<file path="src/rtl/regfile_copy_ctrl.sv">
// rtl/regfile_copy_ctrl.sv - register-file block copy sequencer with 2-entry write skid buffer
// One command at a time: ascending reads, skid-buffered writes, done/err on finish, overlap reject or abort.
module regfile_copy_ctrl #(
  parameter int ADDR_W = 9,
  parameter int N      = 256,
  parameter int LEN_W  = ADDR_W + 1
) (
  input  logic              clk,
  input  logic              rst,
  input  logic              cmd_valid,
  output logic              cmd_ready,
  input  logic [ADDR_W-1:0] cmd_src,
  input  logic [ADDR_W-1:0] cmd_dst,
  input  logic [LEN_W-1:0]  cmd_len,
  input  logic              abort,
  output logic              busy,
  output logic              done,
  output logic              err,
  output logic              rd_en,
  output logic [ADDR_W-1:0] rd_addr,
  input  logic [N-1:0]      rd_data,
  output logic              wr_valid,
  input  logic              wr_ready,
  output logic [ADDR_W-1:0] wr_addr,
  output logic [N-1:0]      wr_data
);

  typedef enum logic [1:0] {S_IDLE, S_RUN, S_FIN} state_t;

  localparam logic [LEN_W-1:0] LEN_ONE = LEN_W'(1);

  state_t            r_state, w_next;
  logic [ADDR_W-1:0] r_src, r_dst;
  logic [LEN_W-1:0]  r_len, r_reads, r_writes;
  logic              r_inflight, r_err, r_head;
  logic [1:0]        r_occ;
  logic [N-1:0]      r_buf [2];

  logic              w_accept, w_overlap, w_wr_fire, w_last_wr, w_abort;
  logic              w_push, w_pop, w_room, w_rd_en, w_wr_valid;
  logic [ADDR_W:0]   w_src_x, w_dst_x, w_src_end;
  logic [2:0]        w_pend;

  assign w_accept  = (r_state == S_IDLE) && cmd_valid;
  // Unwrapped compare: only a destination strictly inside the source window is unsafe for ascending copy.
  assign w_src_x   = {1'b0, cmd_src};
  assign w_dst_x   = {1'b0, cmd_dst};
  assign w_src_end = w_src_x + cmd_len;
  assign w_overlap = (w_dst_x > w_src_x) && (w_dst_x < w_src_end);

  assign w_wr_valid = (r_state == S_RUN) && (r_occ != 2'd0);
  assign w_wr_fire  = w_wr_valid && wr_ready;
  assign w_last_wr  = w_wr_fire && ((r_writes + LEN_ONE) == r_len);
  assign w_abort    = (r_state == S_RUN) && abort && !w_last_wr;

  // A read may issue only if its data will find a free slot when it lands next cycle.
  assign w_pend  = {1'b0, r_occ} + {2'b00, r_inflight};
  assign w_room  = w_pend < (3'd2 + {2'b00, w_wr_fire});
  assign w_rd_en = (r_state == S_RUN) && !abort && (r_reads < r_len) && w_room;
  assign w_push  = (r_state == S_RUN) && r_inflight;
  assign w_pop   = w_wr_fire;

  assign cmd_ready = (r_state == S_IDLE);
  assign busy      = (r_state != S_IDLE);
  assign done      = (r_state == S_FIN);
  assign err       = r_err;
  assign rd_en     = w_rd_en;
  assign rd_addr   = r_src + r_reads[ADDR_W-1:0];
  assign wr_valid  = w_wr_valid;
  assign wr_addr   = r_dst + r_writes[ADDR_W-1:0];
  assign wr_data   = r_buf[r_head];

  always_ff @(posedge clk) begin
    if (rst) r_state <= S_IDLE;
    else     r_state <= w_next;
  end

  always_comb begin
    w_next = r_state;
    case (r_state)
      S_IDLE: if (w_accept) w_next = ((cmd_len == '0) || w_overlap) ? S_FIN : S_RUN;
      S_RUN:  if (w_last_wr || abort) w_next = S_FIN;
      S_FIN:  w_next = S_IDLE;
      default: w_next = S_IDLE;
    endcase
  end

  always_ff @(posedge clk) begin
    if (rst) begin
      r_src      <= '0;
      r_dst      <= '0;
      r_len      <= '0;
      r_reads    <= '0;
      r_writes   <= '0;
      r_inflight <= 1'b0;
      r_err      <= 1'b0;
      r_head     <= 1'b0;
      r_occ      <= 2'd0;
      r_buf[0]   <= '0;
      r_buf[1]   <= '0;
    end else if (w_accept) begin
      r_src      <= cmd_src;
      r_dst      <= cmd_dst;
      r_len      <= cmd_len;
      r_reads    <= '0;
      r_writes   <= '0;
      r_inflight <= 1'b0;
      r_err      <= w_overlap;
      r_head     <= 1'b0;
      r_occ      <= 2'd0;
    end else if (r_state == S_RUN) begin
      if (w_abort) begin
        r_err      <= 1'b1;
        r_inflight <= 1'b0;
        r_occ      <= 2'd0;
      end else begin
        r_inflight <= w_rd_en;
        if (w_rd_en) r_reads <= r_reads + LEN_ONE;
        if (w_pop) begin
          r_writes <= r_writes + LEN_ONE;
          r_head   <= ~r_head;
        end
        if (w_push) r_buf[r_head ^ r_occ[0]] <= rd_data;
        r_occ <= r_occ + {1'b0, w_push} - {1'b0, w_pop};
      end
    end
  end

endmodule

</file>
<file path="config.mk">
export PLATFORM = sky130hd
export DESIGN_NAME = regfile_copy_ctrl
export DESIGN_NICKNAME = d
export VERILOG_FILES = /design/src/rtl/regfile_copy_ctrl.sv
export SDC_FILE = /design/constraint.sdc
export NUM_CORES = 1
export LEC_CHECK = 0
export BUFFER_PORTS_ARGS = -buffer_cell sky130_fd_sc_hd__buf_2
export CORE_AREA = 2 2 224 226
export CTS_BUF_LIST = sky130_fd_sc_hd__clkbuf_2 sky130_fd_sc_hd__clkbuf_4 sky130_fd_sc_hd__clkbuf_8
export CTS_CLUSTER_SIZE = 14
export DETAILED_ROUTE_END_ITERATION = 12
export DIE_AREA = 0 0 226 228
export GPL_TIMING_DRIVEN = 0
export PLACE_DENSITY = 0.83
export SLEW_MARGIN = 10
export SYNTH_ARGS = -nofsm -noshare
export SYNTH_HDL_FRONTEND = slang
export SYNTH_SLANG_ARGS = --single-unit
</file>
<file path="constraint.sdc">
create_clock -name clk -period 24.2 [get_ports clk]
set_input_delay 1.21 -clock clk [delete_from_list [all_inputs] [get_ports clk]]
set_output_delay 1.21 -clock clk [all_outputs]
set_load 0.02 [all_outputs]
</file>
Word level (Yosys, flattened, before mapping):

Memory sizes are Yosys's and may differ from the RTL's. A register that Yosys moved wholly into a read port is not among the register bits.
Cells that the tools add are included.

* register bits after elaboration: 55
* memory bits (writable): 512
* output and inout port bits: 280
* memories: 1

* add/sub/neg operators: 9
* magnitude comparators: 4
* equality and inequality tests: 5
* muxes and demuxes: 22
* bitwise logic cells: 3
* reductions and logical operators: 27

Memories
* r_buf: depth 2, width 256, rd ports 1, clocked after memory_dff 1, write ports 2, RTL line 37 `logic [N-1:0] r_buf [2];`

Operators with widths (count)
* 256-bit two-way mux: 1
* 256-bit OR reduction: 1
* 10-bit by 1-bit adder with 10-bit output, second input constant: 2
* 9-bit adder: 2
* 1-bit two-way mux: 16
* 1-bit logical AND: 11
* 9-bit by 10-bit adder with 10-bit output: 1
* 10-bit equality test: 1
* 10-bit zero test: 1
* 10-bit < comparator: 1
* 9-bit by 10-bit < comparator with 1-bit output: 1
* 9-bit greater-than comparator: 1
* 2-bit two-way mux: 4
* 2-bit nonzero test: 4
* 3-bit AND reduction: 2
* 2-bit by 1-bit inequality test with 1-bit output, second input constant: 2
* 2-bit one-hot mux with 2 select lines: 1
* 2-bit AND reduction: 2
* 2-bit by 1-bit adder with 3-bit output: 1
* 2-bit by 1-bit adder with 3-bit output, first input constant: 1
* 3-bit < comparator: 1
* 2-bit by 1-bit adder with 2-bit output: 1
* 2-bit by 1-bit equality test with 1-bit output, second input constant: 1
* 2-bit equality test, second input constant: 1
* other kinds (7): 10

Logic depth before layout (Yosys ltp):

Gate-level depths: netlist of the first run.

* depth after elaboration: 13
* depth in mapped cells: 17
* depth with buffers taken out: 17

Worst setup path before layout of the first run:

OpenSTA, ideal clock, no wires.

* path type: input-to-reg
* start point: input wr_ready
* end point: memory r_buf[1][0] (enable)
* library setup time: 0.926 ns
* arrival: 14.195 ns
* data required time: 23.274 ns
* setup slack: 9.080 ns
* cell stages on the path: 9
* path through: nand3b_2 -> clkinv_1 -> nand4_1 -> nor4_4 -> a21oi_4 -> or2_1 -> buf_4 -> buf_6 -> o21bai_1

RTL lines
* from (decl): RTL line 23 `input logic wr_ready,`
* to (decl): RTL line 37

Worst setup path after layout of the first run:

* start point: register r_reads[0]
* end point: output rd_addr[8]

* cells in the longest elaborated chain, start to end: 1

RTL lines
* from (decl): RTL line 34 `logic [LEN_W-1:0] r_len, r_reads, r_writes;`
* from (signal assigned): RTL line 118 `if (w_rd_en) r_reads <= r_reads + LEN_ONE;`
* 9-bit adder: RTL line 68 `assign rd_addr = r_src + r_reads[ADDR_W-1:0];`
* to (decl): RTL line 20 `output logic [ADDR_W-1:0] rd_addr,`

No other way between the ends.

==> reports/metrics.cfg, run 1 <==
[drt]
routedWlPerCell_microns = 20.3
drcViolationCount = 0
wl_microns = 73100
route.vias.total = 19456
viasPerCell = 5.41
drt_iter0_markers = 1325
final_antenna_net_count = 0
firstDrtPassIters = 6

[cts]
cts_resized = 0
cts_tree = yes
cts_hold_buf = 0
clock_sinks = 568
postCtsSetupBuffers = 0
path_clk_slew_ps = 60
clk_latency_ps = 700
cts.htree.levels = 3
cts_root_buf = clkbuf_8
cts_buffers = 92
cts_max_path_buffers = 3

[worst_setup_path]
worst-setup-path-type = register to primary output
critPathArrivalTime_ps = 3120
cp-start-kind = register
cp.required_ps = 22990
r2r_end = r_buf[1][141]
r2r.worst_path.cells = 15
r2r-start = r_writes[0]
cp-end-kind = primary output
path_max_fanout = 7
r2r_setup_slack_ps = 19930

[logic_synthesis]
seq_area_frac_synth_pct = 63.2
synth_fa_ha_area_share_pct = 2.96
synth_compound_area_share_pct = 3.50
synth-edff-count = 512
ys.flop_type = edfxtp_1
synth_top_family_by_area = simple AND/OR/NAND/NOR gates
synth_nets = 2503
yosysUniqueCellTypes = 68
synth.largest_area_cell = edfxtp_1
ys_top_cells_by_area = edfxtp_1 (59%), mux2_2 (11%), nor2_1 (7.5%), dfxtp_1 (4.3%), nand2_1 (4.2%)
yosys.area_share.simple_pct = 14.1
ys_warn_count = 0
synthMuxAreaShare_pct = 11.1
synthXorXnorAreaFrac_pct = 1.51
avgSynthCellArea_sq_um = 12.1
synthCells = 2154
syn-cell-area_sq_mm = 0.0261
async_flop_share_pct = 0
synth_top_area_share_pct = 58.9
synth-seq-cells = 568

[sta]
layout_min_cycle_time_ps = 4330
fmax_ghz = 0.231
final_max_slew_viol_count = 0
setup_violations = 0
relSlewSlack_pct = 35.2
tns_ps = 0
grt_setup_unrepaired = false
finalCritPeriodShare_pct = 17.9
fin_skew_ps = 36.5
final-hold-violation-count = 0
whs_ps = 479
worst_pin_slew_ps = 971

[cells_and_area]
multi_input_area_sq_mm = 0.00868
drive_gt1_share_pct = 37.1
seqCellArea_sq_mm = 0.0165
fillers = 3621
fin_nets = 3185
areaGrowthSynthToFinish_pct = 23.2

[hold_path]
holdPathStages = 2
holdPathEnd = r_src[6]
min_path_type = register to register
holdCritStartpoint = r_src[6]

[floorplanning]
die-area_sq_mm = 0.0515
io_pins = 569
initial_core_util_pct = 52.9
die_w_microns = 226
coreArea_sq_mm = 0.0493
core.rowCount = 82
die-height_microns = 228

[power]
pwr-share-clk_pct = 39.6
p_sw_share_pct = 24.1
p_int_mw = 1.64
ir_worst_vdd_v = 0.0000701
switchingPower_uw = 522
power_frac_seq_pct = 51.4
combPwrFrac_pct = 8.9
p_leak_nw = 13.3
power_per_cell_area_mw_per_mm2 = 67.3

[global_routing]
grt_pass1_wl_microns = 110000
grt_max_degree = 30
grt_antenna_before_repair = 19
grt_pass1_vias = 19875
grt_use_total_pct = 27.9
overflow = 0

[status]
status = finished, final reports clean

[place]
gp_congestion = 0.902
hpwl_microns = 52900
port_buffers = 568

[job]
maxCapViolCount = 0

## cells in the final DEF, fill, tap and decap left out, types with 5 or more instances in the layout
| cell type | Yosys | final |
|---|---|---|
| a211oi_1 | 6 | 6 |
| a21o_1 | 9 | 9 |
| a21oi_1 | 39 | 39 |
| a22o_1 | 9 | 9 |
| and2_1 | 8 | 8 |
| buf_12 | 1 | 17 |
| buf_2 | 21 | 589 |
| buf_4 | 16 | 16 |
| buf_6 | 16 | 16 |
| buf_8 | 9 | 9 |
| bufinv_16 | 0 | 5 |
| clkbuf_1 | 64 | 64 |
| clkbuf_4 | 0 | 30 |
| clkbuf_8 | 0 | 95 |
| clkinv_1 | 1 | 18 |
| clkinv_2 | 0 | 12 |
| dfxtp_1 | 56 | 56 |
| diode_2 | 0 | 17 |
| edfxtp_1 | 512 | 512 |
| ha_1 | 57 | 57 |
| inv_1 | 41 | 41 |
| mux2_2 | 256 | 256 |
| nand2_1 | 294 | 294 |
| nand2b_1 | 9 | 9 |
| nand3_1 | 14 | 14 |
| nand4_1 | 9 | 9 |
| nor2_1 | 523 | 523 |
| nor2_2 | 10 | 10 |
| o21ai_0 | 44 | 44 |
| o21bai_1 | 9 | 7 |
| or3_1 | 10 | 10 |
| xnor2_1 | 29 | 29 |
| xor2_1 | 16 | 16 |
## routing by layer
layer  vias up  track usage, %  part of all wire (%)
met2       896            46.5                    48
met1      9417            32.0                    37
met4         6            16.4                   5.6
met5         -               0                 0.040
met3       219            8.00                   9.1
li1       8918               -                     -
## state kept, by name, summed over array words and instances (netlist names), 2 cells and up, named ones only
register / count
r_buf: 512
r_dst: 9
r_len: 10
r_occ: 2
r_reads: 10
r_src: 9
r_state: 2
r_writes: 10
## power by group through the flow
stage | registers (mW) | clock network [mW] | logic (mW)
floorplan | 1.15 | 0 | 0.106
global placement | 1.16 | 0 | 0.179
detailed placement | 1.13 | 0 | 0.192
CTS | 1.11 | 0.870 | 0.193
global route | 1.12 | 0.910 | 0.208
finish | 1.11 | 0.858 | 0.194
## worst max-delay path, stage by stage, from the launching register on
cell and delay, ps:
dfxtp_1 520, ha_1 260, inv_1 70, fa_1 400, inv_1 80, a21oi_1 60
o21bai_1 210, a21o_1 160, a21oi_1 90, o21ai_0 240, xnor2_1 160, buf_2 190
## worst max path at each step
stage                startpoint            end  cells after the start
finish               r_reads[0]     rd_addr[8]                     11
global placement       wr_ready  r_buf[1][125]                     10
detailed placement   cmd_src[0]     r_state[1]                     18
global route        r_writes[0]  r_buf[1][120]                     15
CTS                  r_reads[0]     rd_addr[8]                     11
floorplan              wr_ready    r_buf[1][0]                      9
## Yosys cell counts (10+ instances only)
library cell and count:
xor2_1 16, nor2_2 10, buf_6 16, o21ai_0 44, mux2_2 256, clkbuf_1 64
edfxtp_1 512, ha_1 57, nor2_1 523, xnor2_1 29, nand2_1 294, a21oi_1 39
buf_4 16, inv_1 41, buf_2 21, nand3_1 14, or3_1 10, dfxtp_1 56
## metrics by stage
step	std cells	cell area [sq um]	setup WS, ps	utilization, %	power (mW)
6_report	3598	32200	19870	65.2	2.16
5_1_grt	3594	32200	19660	65.2	2.23
4_1_cts	3581	32100	19810	65.1	2.18
3_5_place_dp	3414	30300	19470	61.3	1.33
3_3_place_gp	3394	29800	1850	60.4	1.34
2_1_floorplan	2154	26100	9080	-	1.25
## cell type report
type                            instances  area share (%)
Buffer                                128            2.50
Timing Repair Buffer                  588            10.2
Inverter                               42           0.490
Sequential cell                       568            51.3
Multi-Input combinational cell       1416            27.0
Tap cell                              672            2.61
Clock buffer                          125            4.76
Clock inverter                         42            1.10
Antenna cell                           17           0.132
## cells by family (layout without fill, tap and decap cells)
| logic type | Yosys count | in the layout |
|---|---|---|
| xor+xnor | 45 | 45 |
| flops | 568 | 568 |
| simple gates | 910 | 910 |
| buf+inv | 170 | 925 |
| other cells | 0 | 17 |
| fa+ha+maj | 60 | 60 |
| mux | 257 | 257 |
| compound gates | 144 | 144 |
Power figures use the tool's default switching activity.
==> inputs of run 2 (changes only) <==
Clock period 24.2 ns to 4.12 ns, I/O delays scaled along.
==> run 2 against run 1 <==
Against the previous run:
- final cell count is 8.1% higher
- register-to-register slack worse by 20000 ps
- cell area is 9.1% higher
- first-iteration DRC count is 48% higher
- largest cell class unchanged
- highest routed layer unchanged
==> reports/metrics.cfg, run 2 (synthesis results as in run 1) <==
[hold_path]
min_path_type = input port to register
holdPathStages = 5
holdPathEnd = r_writes[7]
holdCritStartpoint = wr_ready

[floorplanning]
core.rowCount = 82
die-area_sq_mm = 0.0515
initial_core_util_pct = 52.9
die-height_microns = 228
coreArea_sq_mm = 0.0493
die_w_microns = 226
io_pins = 569

[global_routing]
grt_pass1_wl_microns = 132000
grt_pass1_vias = 22885
overflow = 0
grt_use_total_pct = 34.1
grt_max_degree = 30
grt_antenna_before_repair = 13

[drt]
wl_microns = 89500
drcViolationCount = 0
routedWlPerCell_microns = 23.0
route.vias.total = 22010
final_antenna_net_count = 0
viasPerCell = 5.66
drt_iter0_markers = 1958
firstDrtPassIters = 6

[cells_and_area]
drive_gt1_share_pct = 34.0
largest_reg_flops = 512
areaGrowthSynthToFinish_pct = 34.4
layout_commonest_cell = buf_2
top_register = r_buf
layout_common_cells = buf_2 (587), nor2_1 (523), edfxtp_1 (512)
finalNonFillerCells = 3889
fin_nets = 3483

[cts]
clock_sinks = 568
cts_tree = yes
clk_latency_ps = 730
path_clk_slew_ps = 60
cts.htree.levels = 3
cts_buffers = 93
cts_max_path_buffers = 3
cts_root_buf = clkbuf_8

[sta]
finalCritPeriodShare_pct = 94.1
fin_skew_ps = 70.8
final-hold-violation-count = 0
tns_ps = 0
setup_violations = 0
layout_min_cycle_time_ps = 3880
grt_setup_unrepaired = false
final_max_slew_viol_count = 0
worst_pin_slew_ps = 1090
relSlewSlack_pct = 27.5
whs_ps = 107
fmax_ghz = 0.258

[place]
port_buffers = 568
place_inst = 3414
hpwl_microns = 52500
gp_congestion = 0.935

[power]
ir_worst_vdd_v = 0.000314
power_per_cell_area_mw_per_mm2 = 369
p_leak_nw = 14.5
finalPower_mw = 12.9

[worst_setup_path]
r2r_end = r_buf[0][129]
path_max_fanout = 27
cp.buffers_inverters = 7
cp_top_family = buffers and inverters
slowest_delay_ps = 380
path_cells = ha_4 -> buf_6 -> o21ba_1 -> a221oi_2 -> o22ai_2 -> nor4_4 -> and2_1 -> o21ai_2 -> clkbuf_4 -> o21bai_4 -> buf_12 -> buf_12 -> buf_16 -> buf_12 -> buf_12
critPathArrivalTime_ps = 4280
r2r-start = r_writes[0]
path_common_cell = buf_12
r2r.worst_path.cells = 15
crit_cells = 15
worst-setup-path-type = register to register
cp.required_ps = 4520
r2r_setup_slack_ps = 240
cp-start-kind = register
critPathSlowestCell = dfxtp_4
cp-end-kind = register

[status]
status = finished, final reports clean

[job]
maxCapViolCount = 0

## run 2: repair_timing
| item | CTS | global route |
|---|---|---|
| gates resized for setup | 0 | 1 |
| cloned | 2 | 0 |
| setup buffers | 1 | 7 |
| pin swaps | 2 | 1 |
| hold buffers | 287 | 0 |
| endpoints found under the hold margin | 543 | 0 |
| setup endpoints to repair | 107 | 82 |
## run 2: tightest hold or removal path, stage by stage
cell      delay (ps)
buf_2            130
nand3b_2         100
or2_2            130
or3_1            100
a21oi_1           50
## run 2: report_power, final
group	leakage [nW]	internal, mW	switching, mW
Combinational	7.81	0.621	0.798
Sequential	5.76	6.46	0.0895
Clock	0.946	2.52	2.44
## run 2: worst max path at each step
stage,startpoint,to
final,r_writes[0],r_buf[0][129]
after floorplan,r_writes[0],r_buf[1][0]
after detailed placement,r_writes[0],r_buf[0][175]
after CTS,r_writes[0],r_buf[1][124]
after global routing,r_writes[1],r_buf[0][124]
after global placement,r_writes[0],r_buf[0][175]
## run 2: area by class of cell
type                            instances  area [sq um]
Sequential cell                       568         16500
Fill cell                            2895         14300
Multi-Input combinational cell       1418          8730
Timing Repair Buffer                  883          6230
Clock buffer                          128          1560
Tap cell                              672           841
Buffer                                128           821
Clock inverter                         39           234
Inverter                               42           158
Antenna cell                           11          27.5
## run 2: metrics by stage
step | worst slack, ps | utilization [%] | instance area (sq um)
finish | 242 | 71.1 | 35100
global route | 17.0 | 71.1 | 35100
CTS | 94.1 | 70.9 | 35000
detailed placement | -286 | 61.4 | 30300
global placement | -4570 | 60.5 | 29900
floorplan | -2250 | - | 26200
## run 2: routing by layer
layer	track usage (%)	routed length, microns	share of wire (%)
met5	0	33	0.037
met1	37.1	29800	33
met2	57.1	43200	48
met4	23.0	6650	7.4
met3	10.6	9860	11
==> inputs of run 3 (changes only) <==
Settings changed: ABC_AREA from default to 1, CORE_AREA 2 2 224 226 to default, CORE_MARGIN from default to 1.5, CORE_UTILIZATION from default to 40, DIE_AREA 0 0 226 228 to default, PLACE_DENSITY 0.83 to 0.67.
==> run 3 against run 2 <==
Against the previous run:
- the run now ends with capacitance limit, slew limit left
- clock-buffer cell count is 10 higher
- die area is 29% higher
- area after synthesis is 0.43% lower
- sequential power hardly changed
- routed wire length is 18% lower
- maximum frequency is 1.8% higher
- critical endpoint is now r_buf[0][15]
- largest cell class unchanged
- largest power group unchanged
- highest routed layer unchanged
==> reports/metrics.cfg, run 3 <==
[status]
status = complete, but fails checks
violations = capacitance limit, slew limit

[place]
gp_congestion = 0.869
place_inst = 3669
hpwl_microns = 48000
port_buffers = 568

[power]
pwr-share-clk_pct = 38.2
combPwrFrac_pct = 10.7
p_leak_nw = 15.9
power_per_cell_area_mw_per_mm2 = 366
p_sw_share_pct = 24.5
finalPower_mw = 12.8
p_int_mw = 9.66
ir_worst_vdd_v = 0.000258
power_frac_seq_pct = 51.1
switchingPower_mw = 3.14

[cells_and_area]
largest_reg_flops = 512
drive_gt1_share_pct = 32.0
top_register = r_buf
finalNonFillerCells = 4146
layout_commonest_cell = buf_2
areaGrowthSynthToFinish_pct = 34.4
fin_nets = 3561
layout_common_cells = buf_2 (589), nor2_1 (549), edfxtp_1 (512)

[global_routing]
grt_use_total_pct = 20.8
grt_pass1_wl_microns = 107000
grt_antenna_before_repair = 6
grt_pass1_vias = 19809
grt_max_degree = 100
overflow = 0

[drt]
drcViolationCount = 0
viasPerCell = 4.74
routedWlPerCell_microns = 17.7
route.vias.total = 19649
final_antenna_net_count = 0
firstDrtPassIters = 5
wl_microns = 73200
drt_iter0_markers = 1385

[floorplanning]
core.rowCount = 93
die-area_sq_mm = 0.0666
io_pins = 569
die_w_microns = 258
initial_core_util_pct = 40.4
die-height_microns = 258
coreArea_sq_mm = 0.0643

[logic_synthesis]
synth_top_family_by_area = simple AND/OR/NAND/NOR gates
synth-seq-cells = 568
yosysMostFrequentCell = nor2_1
synth.largest_area_cell = edfxtp_1
synth_top_cells_by_count = nor2_1 (549), edfxtp_1 (512), inv_1 (339)
synth_nets = 2590
yosysUniqueCellTypes = 34
ys_warn_count = 0
yosys.area_share.simple_pct = 11.8
synthCells = 2241
synth-edff-count = 512
synth_top_area_share_pct = 59.1
ys.flop_type = edfxtp_1
syn-cell-area_sq_mm = 0.0260
ys_top_cells_by_area = edfxtp_1 (59%), mux2_2 (11%), nor2_1 (7.9%), inv_1 (4.9%), dfxtp_1 (4.3%)
synth_fa_ha_area_share_pct = 2.97
synthXorXnorAreaFrac_pct = 1.11
synth_compound_area_share_pct = 2.25
async_flop_share_pct = 0
seq_area_frac_synth_pct = 63.4
synthMuxAreaShare_pct = 11.1
avgSynthCellArea_sq_um = 11.6

[worst_setup_path]
critPathSlowestCell = dfxtp_1
cp_top_family = simple AND/OR/NAND/NOR gates
slowest_delay_ps = 530
cp.required_ps = 4400
critPathArrivalTime_ps = 4090
path_common_cell = nand2_1
cp-start-kind = register
cp-end-kind = register
path_cells = ha_1 -> nand3_1 -> nor2_1 -> nand4_1 -> nand2_1 -> nand2_1 -> nand2_1 -> nor2_1 -> nand2_1 -> nand2_4 -> nand4_4 -> buf_2 -> buf_2 -> nand2_8 -> buf_16
worst-setup-path-type = register to register
cp.buffers_inverters = 3
path_max_fanout = 88

[sta]
tns_ps = 0
finalCritPeriodShare_pct = 92.4
layout_min_cycle_time_ps = 3810
fmax_ghz = 0.263
worst_pin_slew_ps = 1570
final-hold-violation-count = 0
final_max_slew_viol_count = 15
fin_skew_ps = 25.3
relSlewSlack_pct = -4.97
grt_setup_unrepaired = false
setup_violations = 0

[cts]
clock_sinks = 568
cts_tree = yes
cts_max_path_buffers = 3
cts_buffers = 97
cts.htree.levels = 3
postCtsSetupBuffers = 0
clk_latency_ps = 670
path_clk_slew_ps = 70
cts_resized = 0
cts_root_buf = clkbuf_8

[hold_path]
min_path_type = input port to register

[job]
maxCapViolCount = 1

## run 3: per-layer routing
| layer | GRT usage, % | wire [microns] | vias up |
|---|---|---|---|
| li1 | - | - | 9383 |
| met1 | 24.3 | 28600 | 9383 |
| met2 | 36.3 | 36600 | 727 |
| met3 | 5.19 | 5410 | 154 |
| met4 | 9.13 | 2490 | 2 |
| met5 | 0 | 12 | - |
## run 3: stage by stage
stage               instance area [sq um]  hold slack, ps  util, %  setup slack [ps]
finish                              35000             266     54.3               312
global route                        35000             272     54.3             0.682
CTS                                 34900             170     54.2              7.26
detailed placement                  30100             456     46.8             -8.46
global placement                    30000             448     46.5              -646
floorplan                           26000             344        -               737
## run 3: logic make-up (layout without fill, tap and decap cells)
group | after synthesis | count (layout)
AND/OR/NAND/NOR | 777 | 781
XOR/XNOR | 33 | 33
other | 0 | 4
adder cells (fa/ha/maj) | 60 | 60
buffers and inverters | 439 | 1481
multiplexers | 256 | 256
AO/OA/AOI/OAI | 108 | 108
flip-flops | 568 | 568
## run 3: final cells by class
type,count,area [sq um]
timing repair buffer,868,5960
fill,5458,29400
clock buffer,138,1660
antenna,4,10.0
buffer,100,646
tap,855,1070
clock inverter,36,178
multi-input combinational,1238,7670
sequential,568,16500
inverter,339,1270
## run 3: power by group through the flow
| stage | sequential (mW) | combinational, mW | clock [mW] |
|---|---|---|---|
| after floorplan | 6.64 | 0.649 | 0 |
| after global placement | 6.66 | 1.08 | 0 |
| after detailed placement | 6.66 | 1.10 | 0 |
| after CTS | 6.54 | 1.34 | 5.01 |
| after global routing | 6.56 | 1.48 | 5.25 |
| final | 6.54 | 1.37 | 4.89 |
## run 3: worst reg2reg max path: stages, from the launching register on
cell and delay (ps):
dfxtp_1 530, ha_1 290, nand3_1 110, nor2_1 220, nand4_1 150, nand2_1 120, nand2_1 50, nand2_1 50
nor2_1 50, nand2_1 170, nand2_4 120, nand4_4 130, buf_2 270, buf_2 430, nand2_8 250, buf_16 320
## run 3: final timing paths
path | slack (ps) | depth (start not counted) | startpoint | to
max | 310 | 15 | r_writes[0] | r_buf[0][15]
max reg2reg | 310 | 15 | r_writes[0] | r_buf[0][15]
min reg2reg | 460 | 2 | r_dst[2] | r_dst[2]
min | 270 | 7 | wr_ready | r_reads[1]
## run 3: what timing repair did
item	4_1_cts	5_1_grt
hold buffers	292	0
cloned	1	7
endpoints found under the setup margin	70	345
endpoints found under the hold margin	546	0
